--- src/rtl/ones_gen_pkg.sv ---
// Shared types and constants for the ones-count pattern generator.
// Holds the FSM encoding, the LFSR feedback taps and the default seed.
package ones_gen_pkg;

    typedef enum logic [1:0] {
        StIdle,
        StScan,
        StDone
    } state_e;

    // Galois taps for x^16 + x^14 + x^13 + x^11 + 1 (right-shifting form)
    localparam logic [15:0] LfsrTaps    = 16'hB400;
    localparam logic [15:0] DefaultSeed = 16'hACE1;

    function automatic logic [15:0] lfsr_step(input logic [15:0] s);
        logic [15:0] shifted;
        shifted = {1'b0, s[15:1]};
        return s[0] ? (shifted ^ LfsrTaps) : shifted;
    endfunction

endpackage

--- src/rtl/lfsr16.sv ---
// 16-bit Galois LFSR that advances one step per enabled cycle.
// Asynchronous reset loads the seed.
module lfsr16
    import ones_gen_pkg::*;
#(
    parameter logic [15:0] SEED = DefaultSeed
) (
    input  logic        clk_i,
    input  logic        srst_i,
    input  logic        en_i,
    output logic [15:0] state_o
);

    logic [15:0] state_q, state_d;

    always_comb begin
        state_d = state_q;
        if (en_i) begin
            state_d = lfsr_step(state_q);
        end
    end

    always_ff @(posedge clk_i or posedge srst_i) begin
        if (srst_i) begin
            state_q <= SEED;
        end else begin
            state_q <= state_d;
        end
    end

    assign state_o = state_q;

endmodule

--- src/rtl/ones_pattern_gen.sv ---
// Builds a WIDTH-bit word holding exactly the requested number of ones, scanning one
// bit position per cycle and letting an LFSR pick which positions get set.
module ones_pattern_gen
    import ones_gen_pkg::*;
#(
    parameter int unsigned WIDTH = 8,
    parameter int unsigned CNT_W = $clog2(WIDTH) + 1,
    parameter logic [15:0] SEED  = DefaultSeed
) (
    input  logic             clk_i,
    input  logic             srst_i,
    input  logic             data_val_i,
    input  logic [CNT_W-1:0] data_i,
    output logic             ready_o,
    output logic             data_val_o,
    output logic [WIDTH-1:0] data_o
);

    localparam logic [CNT_W-1:0] WidthC  = CNT_W'(WIDTH);
    localparam logic [CNT_W-1:0] LastPtr = CNT_W'(WIDTH - 1);

    state_e           state_q, state_d;
    logic [CNT_W-1:0] ptr_q, ptr_d;
    logic [CNT_W-1:0] rem_q, rem_d;
    logic [WIDTH-1:0] work_q, work_d;
    logic [WIDTH-1:0] data_q, data_d;
    logic             val_q, val_d;

    logic [15:0]      lfsr_state;
    logic             lfsr_bit;
    logic             scan_en;
    logic             set_bit;
    logic [CNT_W-1:0] req_sat;
    logic [WIDTH-1:0] bit_mask;
    logic [WIDTH-1:0] word_next;

    assign scan_en = (state_q == StScan);

    lfsr16 #(
        .SEED (SEED)
    ) u_lfsr (
        .clk_i   (clk_i),
        .srst_i  (srst_i),
        .en_i    (scan_en),
        .state_o (lfsr_state)
    );

    // Only the LSB steers the decision; the rest of the state just feeds the sequence.
    assign lfsr_bit = ^(lfsr_state & 16'h0001);

    assign req_sat = (data_i > WidthC) ? WidthC : data_i;

    // Forced set when the remaining ones exactly fill the remaining positions.
    assign set_bit   = (rem_q != '0) && ((rem_q == (WidthC - ptr_q)) || lfsr_bit);
    assign bit_mask  = WIDTH'(1) << ptr_q;
    assign word_next = set_bit ? (work_q | bit_mask) : work_q;

    always_comb begin
        state_d = state_q;
        ptr_d   = ptr_q;
        rem_d   = rem_q;
        work_d  = work_q;
        data_d  = data_q;
        val_d   = 1'b0;
        unique case (state_q)
            StIdle: begin
                if (data_val_i) begin
                    rem_d   = req_sat;
                    ptr_d   = '0;
                    work_d  = '0;
                    state_d = StScan;
                end
            end
            StScan: begin
                work_d = word_next;
                ptr_d  = ptr_q + CNT_W'(1);
                if (set_bit) begin
                    rem_d = rem_q - CNT_W'(1);
                end
                if (ptr_q == LastPtr) begin
                    data_d  = word_next;
                    val_d   = 1'b1;
                    state_d = StDone;
                end
            end
            StDone: begin
                state_d = StIdle;
            end
            default: begin
                state_d = StIdle;
            end
        endcase
    end

    always_ff @(posedge clk_i or posedge srst_i) begin
        if (srst_i) begin
            state_q <= StIdle;
            ptr_q   <= '0;
            rem_q   <= '0;
            work_q  <= '0;
            data_q  <= '0;
            val_q   <= 1'b0;
        end else begin
            state_q <= state_d;
            ptr_q   <= ptr_d;
            rem_q   <= rem_d;
            work_q  <= work_d;
            data_q  <= data_d;
            val_q   <= val_d;
        end
    end

    assign ready_o    = (state_q == StIdle);
    assign data_val_o = val_q;
    assign data_o     = data_q;

endmodule

--- config.mk ---
export PLATFORM = sky130hd
export DESIGN_NAME = ones_pattern_gen
export DESIGN_NICKNAME = d
export VERILOG_FILES = /design/src/rtl/ones_gen_pkg.sv /design/src/rtl/lfsr16.sv /design/src/rtl/ones_pattern_gen.sv
export SDC_FILE = /design/constraint.sdc
export NUM_CORES = 1
export LEC_CHECK = 0
export BUFFER_PORTS_ARGS = -buffer_cell sky130_fd_sc_hd__buf_2
export CAP_MARGIN = 10
export CORE_ASPECT_RATIO = 0.75
export CORE_MARGIN = 3
export CORE_UTILIZATION = 41
export DETAILED_ROUTE_END_ITERATION = 8
export PLACE_DENSITY = 0.54
export SLEW_MARGIN = 20
export SYNTH_ARGS = -nofsm -noshare
export SYNTH_HDL_FRONTEND = slang
export SYNTH_SLANG_ARGS = --single-unit
--- constraint.sdc ---
create_clock -name clk_i -period 2.7 [get_ports clk_i]
set_input_delay 0.405 -clock clk_i [delete_from_list [all_inputs] [get_ports clk_i]]
set_output_delay 0.405 -clock clk_i [all_outputs]
set_load 0.01 [all_outputs]
==> reports/results.ini, run 1 <==
[floorplan]
dieHeight_microns=66.4
fp-row-count=21
io_pins=17
die_w_microns=86.6
die-area_sq_um=5750
core_area_sq_um=4570
start_util_pct=43.7

[sta]
worst_slack_ps=444
hold_viol_final=0
fmax_ghz=0.443
rsz0062_at_grt=no
finalCriticalPeriod_ps=2260
tns_ps=0
slew_violations=0
final-setup-viol-count=0
worstMarginPinSlew_ps=530
relSlewSlack_pct=64.7
min_period_over_period_pct=83.5
fin_worst_skew_ps=5.13

[synth]
synth_area_sq_um=2000
ys_ff_latch=43
synth_edf_count=0
yosysTopAreaCell=dfrtp_1
async_flop_share_pct=100
synthTopCellsByArea=dfrtp_1 (44%), dfstp_2 (11%), nand2_1 (10%)
syn_inst=203
seq_area_frac_synth_pct=54.4
syn_area_per_cell_sq_um=9.84
ys.flop_type=dfrtp_1
ys_warn_count=0
yosys.area.top_type_share_pct=43.9
synth_fp_nets=219
ys_top_cells_by_count=nand2_1 (54), dfrtp_1 (35), nor2_1 (11)
yosysUniqueCellTypes=35
synth.most_common_cell=nand2_1

[cells_and_area]
area_growth_pct=10.5
fillers=456
nNetsFinal=235
n_antenna_cell=0
multi_input_area_sq_um=820
fin_area_sq_um=2210
regArea_sq_um=1090
layout-drive-gt1-share_pct=17.7

[worst_setup_path]
crit_path_end_kind=flip-flop
r2r-start=ptr_q[0]
worstSetupPathType=reg -> reg
crit_chain=inv_1, ha_1, ha_1, xnor2_1, a41o_1, and2_4, a32o_1
cp.required_ps=2930
slowest_stage=dfrtp_1
worstPathArrival_ps=2490
r2r_end=work_q[7]
critPathMaxStageDelay_ps=490
worstPathMaxFanout=10
r2r_cells=7
reg2reg_slack_ps=440
path_common_cell=ha_1
cp-start-kind=flip-flop

[detailed_routing]
drt-total-wl_microns=4030
drt-wirelength-per-cell_microns=14.5
antenna_left=0
drc=0
via_per_inst=5.18
drt_iter0_markers=93
dr_total_vias=1436
drt-pass1-iter-count=4

[global_route]
grt.total_usage_pct=16.7
grt_pass1_vias=1495
grt_overflow=0
grt_max_degree=44
grt_pass1_wl_microns=7530
antenna_found_initial=0

[clocking]
cts_resized=0
clk_pin_slew_ps=80
cts_setup_buffers=0
clk_latency_ps=300
h-tree-depth=2
cts_hold_buf=0
clockBufferDepth=2
cts-buffers-inserted=5
clock_sinks=43
cts_tree=built
root_buffer=clkbuf_8

[placed_design]
place_congestion=0.801
post-dp-hpwl_microns=2830
numPortBuffers=16
dpl-instance-area_sq_um=2120
place_ws_ps=461

[status]
outcome=completed

[hold_path]
hp-class=in -> async

[pwr]
peakVddDrop_mv=0.892
p_leak_nw=1.09
powerDensity_nw_per_um2=1080

[job]
cap_viol_max_count=0

[sequential cells by signal, summed over array words and instances, names as in the netlist]
name            cells
u_lfsr.state_o     16
data_o              8
work_q              8
ptr_q               4
rem_q               4
state_q             2
data_val_o          1
[report_power, final]
part / internal [W] / switching (W) / total [W]
logic: 0.000402 / 0.000609 / 0.00101
clock network: 0.000180 / 0.000224 / 0.000404
registers: 0.000809 / 0.000152 / 0.000961
[routing by layer]
metal,track usage (%),up-vias,wire (microns)
li1,-,720,-
met1,24.1,679,2030
met2,24.2,35,1690
met3,4.48,2,276
met4,5.45,0,21
met5,0,-,0
[worst max path at each step]
stage                     slack [ps]  startpoint   endpoint
after floorplan                  590    ptr_q[0]  work_q[0]
after CTS                        440    ptr_q[0]  work_q[7]
after global placement           560    ptr_q[0]   rem_q[0]
final                            440    ptr_q[0]  work_q[7]
after global routing             320    ptr_q[0]  work_q[5]
after detailed placement         460    ptr_q[0]  work_q[7]
[through the flow]
step | hold slack (ps) | instances | total power [W] | util, %
after floorplan | 435 | 203 | 0.00171 | -
after global placement | 447 | 269 | 0.00195 | 46.3
after detailed placement | 450 | 269 | 0.00199 | 46.3
after CTS | 261 | 277 | 0.00240 | 48.2
after global routing | 275 | 277 | 0.00260 | 48.2
final | 231 | 277 | 0.00238 | 48.2
[cell usage in the layout (no fill, tap or decap), drive strengths merged, types with 2 or more instances in the layout]
| master | n |
|---|---|
| a21oi | 10 |
| a22o | 2 |
| a31oi | 8 |
| a32o | 8 |
| and2 | 2 |
| buf | 19 |
| clkbuf | 5 |
| clkinvlp | 2 |
| dfrtp | 35 |
| dfstp | 8 |
| ha | 9 |
| inv | 10 |
| nand2 | 54 |
| nand3 | 4 |
| nor2 | 11 |
| nor3 | 3 |
| o21ai | 7 |
| xnor2 | 5 |
| xor2 | 3 |
[critical path, delay by kind of cell (launching register included)]
| kind | cells | cell delay [ps] |
|---|---|---|
| AOI/OAI and AO/OA | 2 | 590 |
| xor gates and xnor gates | 1 | 220 |
| adders and majority gates | 2 | 520 |
| buffers and inverters | 1 | 100 |
| DFF | 1 | 490 |
| and+or+nand+nor | 1 | 280 |
[cell type report]
type,count,share of cell area [%]
Sequential cell,43,49.2
Tap cell,57,3.23
Clock buffer,5,3.12
Inverter,10,1.70
Clock inverter,3,0.908
Multi-Input combinational cell,140,37.2
Timing Repair Buffer,19,4.65
[kinds of logic (layout without fill, tap and decap cells)]
| kind of cell | Yosys count | after routing | synth area share [%] |
|---|---|---|---|
| compound gates | 42 | 42 | 14.7 |
| buf+inv | 20 | 37 | 4.57 |
| fa+ha+maj | 9 | 9 | 5.64 |
| simple gates | 81 | 81 | 17.2 |
| xor+xnor | 8 | 8 | 3.51 |
| flops | 43 | 43 | 54.4 |
(Power assumes the default switching activity.)
==> run 2: changes to the inputs <==
==> constraint.sdc (replaced) <==
create_clock -name clk_i -period 2.1 [get_ports clk_i]
set_input_delay 0.315 -clock clk_i [delete_from_list [all_inputs] [get_ports clk_i]]
set_output_delay 0.315 -clock clk_i [all_outputs]
set_load 0.01 [all_outputs]
==> run 2 against run 1 <==
Hold slack got worse by 68 ps. Highest routed layer unchanged. Utilization rose by 2.2 points. Critical path depth did not move. Clock skew fell by 1.4 ps. Global-route usage fell by 1.2 points. Combinational power rose by 52%. Fmax rose by 11%. Via count rose by 2.7%. Non-clock buffer count rose by 8. Largest power group unchanged. Die area did not move. Cell area rose by 4.5%. Clock power rose by 23%. Critical path type unchanged.
==> reports/results.ini, run 2 (synthesized netlist as in run 1, its figures left out) <==
[clocking]
cts_tree=built  ; unchanged
clock_sinks=43  ; unchanged
cts_hold_buf=0  ; unchanged
cts_setup_buffers=0  ; unchanged
clk_latency_ps=290  ; was 300 ps
cts_resized=0  ; unchanged
root_buffer=clkbuf_8  ; unchanged
clockBufferDepth=2  ; unchanged
cts-buffers-inserted=5  ; unchanged
h-tree-depth=2  ; unchanged
clk_pin_slew_ps=80  ; about the same

[worst_setup_path]
slowest_stage=dfrtp_1  ; unchanged
critPathMaxStageDelay_ps=380  ; was 490 ps
worstPathMaxFanout=6  ; was 10
cp_top_family=simple AND/OR/NAND/NOR gates  ; was compound AO/OA/AOI/OAI gates
crit_path_end_kind=flip-flop  ; unchanged
crit_chain=inv_1, ha_2, or3b_4, and2_0, a41o_2, and2_4, a32o_1  ; was inv_1, ha_1, ha_1, xnor2_1, a41o_1, and2_4, a32o_1
worstSetupPathType=reg -> reg  ; unchanged
cp.required_ps=2280  ; was 2930 ps
crit_buf_inv=1  ; unchanged
worstPathArrival_ps=2210  ; was 2490 ps
cp-start-kind=flip-flop  ; unchanged

[hold_path]
hp-class=in -> async  ; unchanged

[pwr]
p_clk_share_pct=15.4  ; was 17.0%
p_leak_nw=1.13  ; was 1.09 nW
peakVddDrop_mv=0.591  ; was 0.892 mV
switching_share_pct=40.0  ; was 41.5%
net-switching-power_w=0.00129  ; was 0.000986 W
p_comb_share_pct=47.9  ; was 42.5%
p_int_w=0.00193  ; was 0.00139 W
p_seq_share_pct=36.6  ; was 40.4%
powerDensity_nw_per_um2=1390  ; was 1080 nW/um^2

[placed_design]
numPortBuffers=16  ; unchanged
post-dp-hpwl_microns=2760  ; was 2830 microns
place_congestion=0.859  ; was 0.801
dpl-instance-area_sq_um=2180  ; was 2120 sq um
placedCellCount=277  ; was 269

[sta]
fmax_ghz=0.492  ; was 0.443 GHz
slew_violations=0  ; unchanged
worstMarginPinSlew_ps=539  ; was 530 ps
hold_viol_final=0  ; unchanged
fin_worst_skew_ps=3.74  ; was 5.13 ps
rsz0062_at_grt=yes  ; was no
finalCriticalPeriod_ps=2030  ; was 2260 ps
final-setup-viol-count=0  ; unchanged
relSlewSlack_pct=64.1  ; was 64.7%
min_period_over_period_pct=96.8  ; was 83.5%

[global_route]
grt_pass1_wl_microns=6890  ; was 7530 microns
grt_pass1_vias=1491  ; was 1495
grt_max_degree=44  ; unchanged
grt.total_usage_pct=15.5  ; was 16.7%
antenna_found_initial=0  ; unchanged
grt_overflow=0  ; unchanged

[detailed_routing]
drc=0  ; unchanged
antenna_left=0  ; unchanged
drt-pass1-iter-count=4  ; unchanged
dr_total_vias=1475  ; was 1436
drt_iter0_markers=121  ; was 93
drt-wirelength-per-cell_microns=13.9  ; was 14.5 microns
drt-total-wl_microns=3960  ; was 4030 microns
via_per_inst=5.16  ; was 5.18

[cells_and_area]
nNetsFinal=244  ; was 235
n_antenna_cell=0  ; unchanged
fin_area_sq_um=2310  ; was 2210 sq um
layout_commonest_cell=nand2_1  ; unchanged
final_cell_mix=nand2_1 (54), dfrtp_1 (34), buf_2 (16)  ; was nand2_1 (54), dfrtp_1 (35), buf_2 (16)
largest_register_ffs=16  ; unchanged
area_growth_pct=15.5  ; was 10.5%
layout-drive-gt1-share_pct=23.1  ; was 17.7%
instances_no_fill=286  ; was 277

[floorplan]
fp-row-count=21  ; unchanged
core_area_sq_um=4570  ; unchanged
start_util_pct=43.7  ; unchanged
die-area_sq_um=5750  ; unchanged
die_w_microns=86.6  ; unchanged
io_pins=17  ; unchanged
dieHeight_microns=66.4  ; unchanged

[status]
outcome=completed  ; unchanged

[job]
cap_viol_max_count=0  ; unchanged

-- run 2: routing by layer --
layer | vias to the layer above | share of wire [%] | global-route usage, %
met4 | 0 | 0.81 | 4.28
met1 | 712 | 56 | 21.3
met5 | - | 0 | 0
li1 | 739 | - | -
met3 | 4 | 3.1 | 4.11
met2 | 20 | 41 | 24.1
-- run 2: final timing paths --
path | start | endpoint | slack (ps) | cells after the start
worst max-delay path | rem_q[0] | work_q[7] | 70 | 7
worst min-delay path | srst_i | data_val_o | 160 | 3
worst max register to register | rem_q[0] | work_q[7] | 70 | 7
worst min register to register | u_lfsr.state_o[7] | u_lfsr.state_o[6] | 470 | 2
max in group asynchronous | srst_i | ptr_q[0] | 1550 | 3
min in group clk_i | data_i[0] | rem_q[0] | 340 | 3
-- run 2: final cells by class --
type	count	area, sq um
clock inverter	1	5.00
inverter	10	37.5
clock buffer	7	76.3
timing repair buffer	27	166
fill	420	2270
tap	57	71.3
multi-input combinational	141	862
sequential	43	1090
-- run 2: worst min-delay path: stages --
cell and delay [ps]:
buf_2 100, inv_1 40, buf_4 450
-- run 2: power groups by stage --
stage / combinational [W] / sequential, W / clock [W]
finish: 0.00154 / 0.00118 / 0.000496
global route: 0.00172 / 0.00121 / 0.000553
CTS: 0.00147 / 0.00117 / 0.000522
detailed placement: 0.00146 / 0.00119 / 0
global placement: 0.00143 / 0.00119 / 0
floorplan: 0.000964 / 0.00124 / 0
-- run 2: stage by stage --
| stage | setup TNS, ps | worst slack [ps] | hold slack [ps] | util [%] | total power (W) |
|---|---|---|---|---|---|
| finish | 0 | 68.2 | 163 | 50.4 | 0.00322 |
| global route | -30.1 | -11.5 | 218 | 50.4 | 0.00349 |
| CTS | 0 | 64.6 | 177 | 49.4 | 0.00316 |
| detailed placement | 0 | 77.4 | 455 | 47.6 | 0.00265 |
| global placement | 0 | 157 | 439 | 47.6 | 0.00262 |
| floorplan | 0 | 14.7 | 435 | - | 0.00220 |
==> run 3: changes to the inputs <==
--- a/config.mk
+++ b/config.mk
@@ -15,4 +15,5 @@
 export SLEW_MARGIN = 20
 export SYNTH_ARGS = -nofsm -noshare
 export SYNTH_HDL_FRONTEND = slang
+export SYNTH_HIERARCHICAL = 1
 export SYNTH_SLANG_ARGS = --single-unit
==> run 3 against run 2 <==
Combinational power up 30%. Critical endpoint is now work_q[5]. Largest cell class unchanged. Clock-buffer cell count down 1. Clock skew up 1.5 ps.
==> reports/results.ini, run 3 <==
[sta]
fmax_ghz=0.511  ; was 0.492 GHz
rsz0062_at_grt=no  ; was yes
finalCriticalPeriod_ps=1960  ; was 2030 ps
worstMarginPinSlew_ps=645  ; was 539 ps
tns_ps=0  ; unchanged
hold_ws_ps=78.5  ; was 163 ps
slew_violations=0  ; unchanged
fin_worst_skew_ps=5.26  ; was 3.74 ps
relSlewSlack_pct=57.0  ; was 64.1%
hold_viol_final=0  ; unchanged
min_period_over_period_pct=93.2  ; was 96.8%
final-setup-viol-count=0  ; unchanged

[cells_and_area]
largest_register_ffs=16  ; unchanged
final_cell_mix=dfrtp_1 (35), nor2_1 (18), buf_2 (16)  ; was nand2_1 (54), dfrtp_1 (34), buf_2 (16)
layout_commonest_cell=dfrtp_1  ; was nand2_1
nNetsFinal=217  ; was 244
n_antenna_cell=0  ; unchanged
fin_area_sq_um=2330  ; was 2310 sq um
instances_no_fill=259  ; was 286
area_growth_pct=12.5  ; was 15.5%
layout-drive-gt1-share_pct=33.7  ; was 23.1%

[synth]
ys_warn_count=6  ; was 0
syn_inst=177  ; was 203
yosysUniqueCellTypes=37  ; was 35
synth_area_sq_um=2070  ; was 2000 sq um
seq_area_frac_synth_pct=52.4  ; was 54.4%
synth_fp_nets=193  ; was 219
yosys.area.top_type_share_pct=42.3  ; was 43.9%
ys_top_cells_by_count=dfrtp_1 (35), nor2_1 (18), a21oi_1 (14)  ; was nand2_1 (54), dfrtp_1 (35), nor2_1 (11)
async_flop_share_pct=100  ; unchanged
ys_ff_latch=43  ; unchanged
synth_edf_count=0  ; unchanged
synthTopCellsByArea=dfrtp_1 (42%), dfstp_2 (10%), mux2_2 (6.0%)  ; was dfrtp_1 (44%), dfstp_2 (11%), nand2_1 (10%)
syn_area_per_cell_sq_um=11.7  ; was 9.84 sq um
synth.most_common_cell=dfrtp_1  ; was nand2_1
ys.flop_type=dfrtp_1  ; unchanged
yosysTopAreaCell=dfrtp_1  ; unchanged

[clocking]
root_buffer=clkbuf_8  ; unchanged
h-tree-depth=2  ; unchanged
cts_tree=built  ; unchanged
clk_latency_ps=300  ; was 290 ps
clk_pin_slew_ps=80  ; about the same
clock_sinks=43  ; unchanged
clockBufferDepth=2  ; unchanged
cts-buffers-inserted=5  ; unchanged

[floorplan]
start_util_pct=44.5  ; was 43.7%
die_w_microns=88.1  ; was 86.6 microns
die-area_sq_um=5950  ; was 5750 sq um
fp-row-count=21  ; unchanged
dieHeight_microns=67.5  ; was 66.4 microns
io_pins=17  ; unchanged
core_area_sq_um=4650  ; was 4570 sq um

[worst_setup_path]
worstPathArrival_ps=2190  ; was 2210 ps
cp-start-kind=flip-flop  ; unchanged
worstSetupPathType=reg -> reg  ; unchanged
worstPathMaxFanout=8  ; was 6
crit_path_end_kind=flip-flop  ; unchanged
critPathLaunch=ptr_q[1]  ; was rem_q[0]
r2r-start=ptr_q[1]  ; was rem_q[0]
cp.required_ps=2340  ; was 2280 ps

[detailed_routing]
drt-pass1-iter-count=4  ; unchanged
antenna_left=0  ; unchanged
via_per_inst=5.37  ; was 5.16
drt-total-wl_microns=3920  ; was 3960 microns
drt-wirelength-per-cell_microns=15.1  ; was 13.9 microns
drc=0  ; unchanged
dr_total_vias=1391  ; was 1475
drt_iter0_markers=72  ; was 121

[placed_design]
place_congestion=0.864  ; was 0.859
placedCellCount=250  ; was 277
numPortBuffers=16  ; unchanged
post-dp-hpwl_microns=2800  ; was 2760 microns
dpl-instance-area_sq_um=2210  ; was 2180 sq um

[global_route]
grt_max_degree=28  ; was 44
grt_overflow=0  ; unchanged
grt_pass1_vias=1381  ; was 1491
grt.total_usage_pct=14.9  ; was 15.5%
grt_pass1_wl_microns=6660  ; was 6890 microns
antenna_found_initial=0  ; unchanged

[pwr]
peakVddDrop_mv=0.761  ; was 0.591 mV
powerDensity_nw_per_um2=1750  ; was 1390 nW/um^2
p_leak_nw=1.07  ; was 1.13 nW

[hold_path]
hp-class=in -> async  ; unchanged

[job]
cap_viol_max_count=0  ; unchanged

[status]
outcome=completed  ; unchanged

run 3: cell types whose count changed in the layout (fill, tap and decap cells not counted), moves of 5 or more:
cell	delta
nand2_1	-49
mux2_2	+11
nor2_1	+7
o21ai_0	-5
run 3: repair_timing:
action                     in CTS  in global routing
setup buffers                   0                  1
resized for setup               0                  4
setup endpoints to repair       0                 17
hold buffers                    0                  0
run 3: cell type report:
cell class	instances	area (sq um)
repair buffers	25	151
well taps	57	71.3
fillers	419	2320
flip-flops and latches	43	1090
multi-input cells	117	902
clock inverters	2	12.5
inverters	9	33.8
clock buffers	6	72.6
run 3: report_power, final:
group          leakage (nW)  switching, W  internal [W]
combinational         0.509      0.000999      0.000999
clock                0.0412      0.000294      0.000233
sequential            0.515      0.000285       0.00128
total                  1.07       0.00158       0.00251
run 3: cell families (layout without fill, tap and decap cells):
kind of cell	Yosys count	in the layout	synth area share, %
DFF	43	43	52.4
and+or+nand+nor	43	43	10.8
AOI/OAI and AO/OA	40	40	13.2
buffers and inverters	17	42	4.95
muxes	16	16	9.37
adders and majority gates	9	9	5.44
xor gates and xnor gates	9	9	3.81
run 3: final timing paths:
check                                endpoint  slack, ps  cells after the start
hold / removal                       rem_q[2]         80                      3
max in group asynchronous  u_lfsr/state_o[12]       1580                      2
min in group clk_i                   rem_q[1]        290                      3
setup reg to reg                    work_q[5]        140                      8
hold reg to reg            u_lfsr/state_o[10]        500                      2
setup / recovery                    work_q[5]        140                      8
run 3: through the flow:
stage	worst slack [ps]	util (%)	power [W]
2_1_floorplan	87.7	-	0.00306
3_3_place_gp	157	47.6	0.00342
3_5_place_dp	82.5	47.6	0.00349
4_1_cts	53.3	49.4	0.00402
5_1_grt	41.6	50.1	0.00441
6_report	143	50.1	0.00409
run 3: routing by layer:
metal / track usage, % / wire length, microns / up-vias
met5: 0 / 0 / -
met4: 5.66 / 56 / 0
met3: 3.66 / 189 / 7
met2: 22.0 / 1700 / 33
met1: 21.2 / 1970 / 678
li1: - / - / 673
run 3: critical path, cell delays in order, from the launching register on:
cell and delay [ps]:
dfrtp_1 430, inv_2 70, ha_1 230, ha_4 280
xnor2_2 110, nand4_1 130, o21ai_2 230, and2_4 240
a32o_1 170
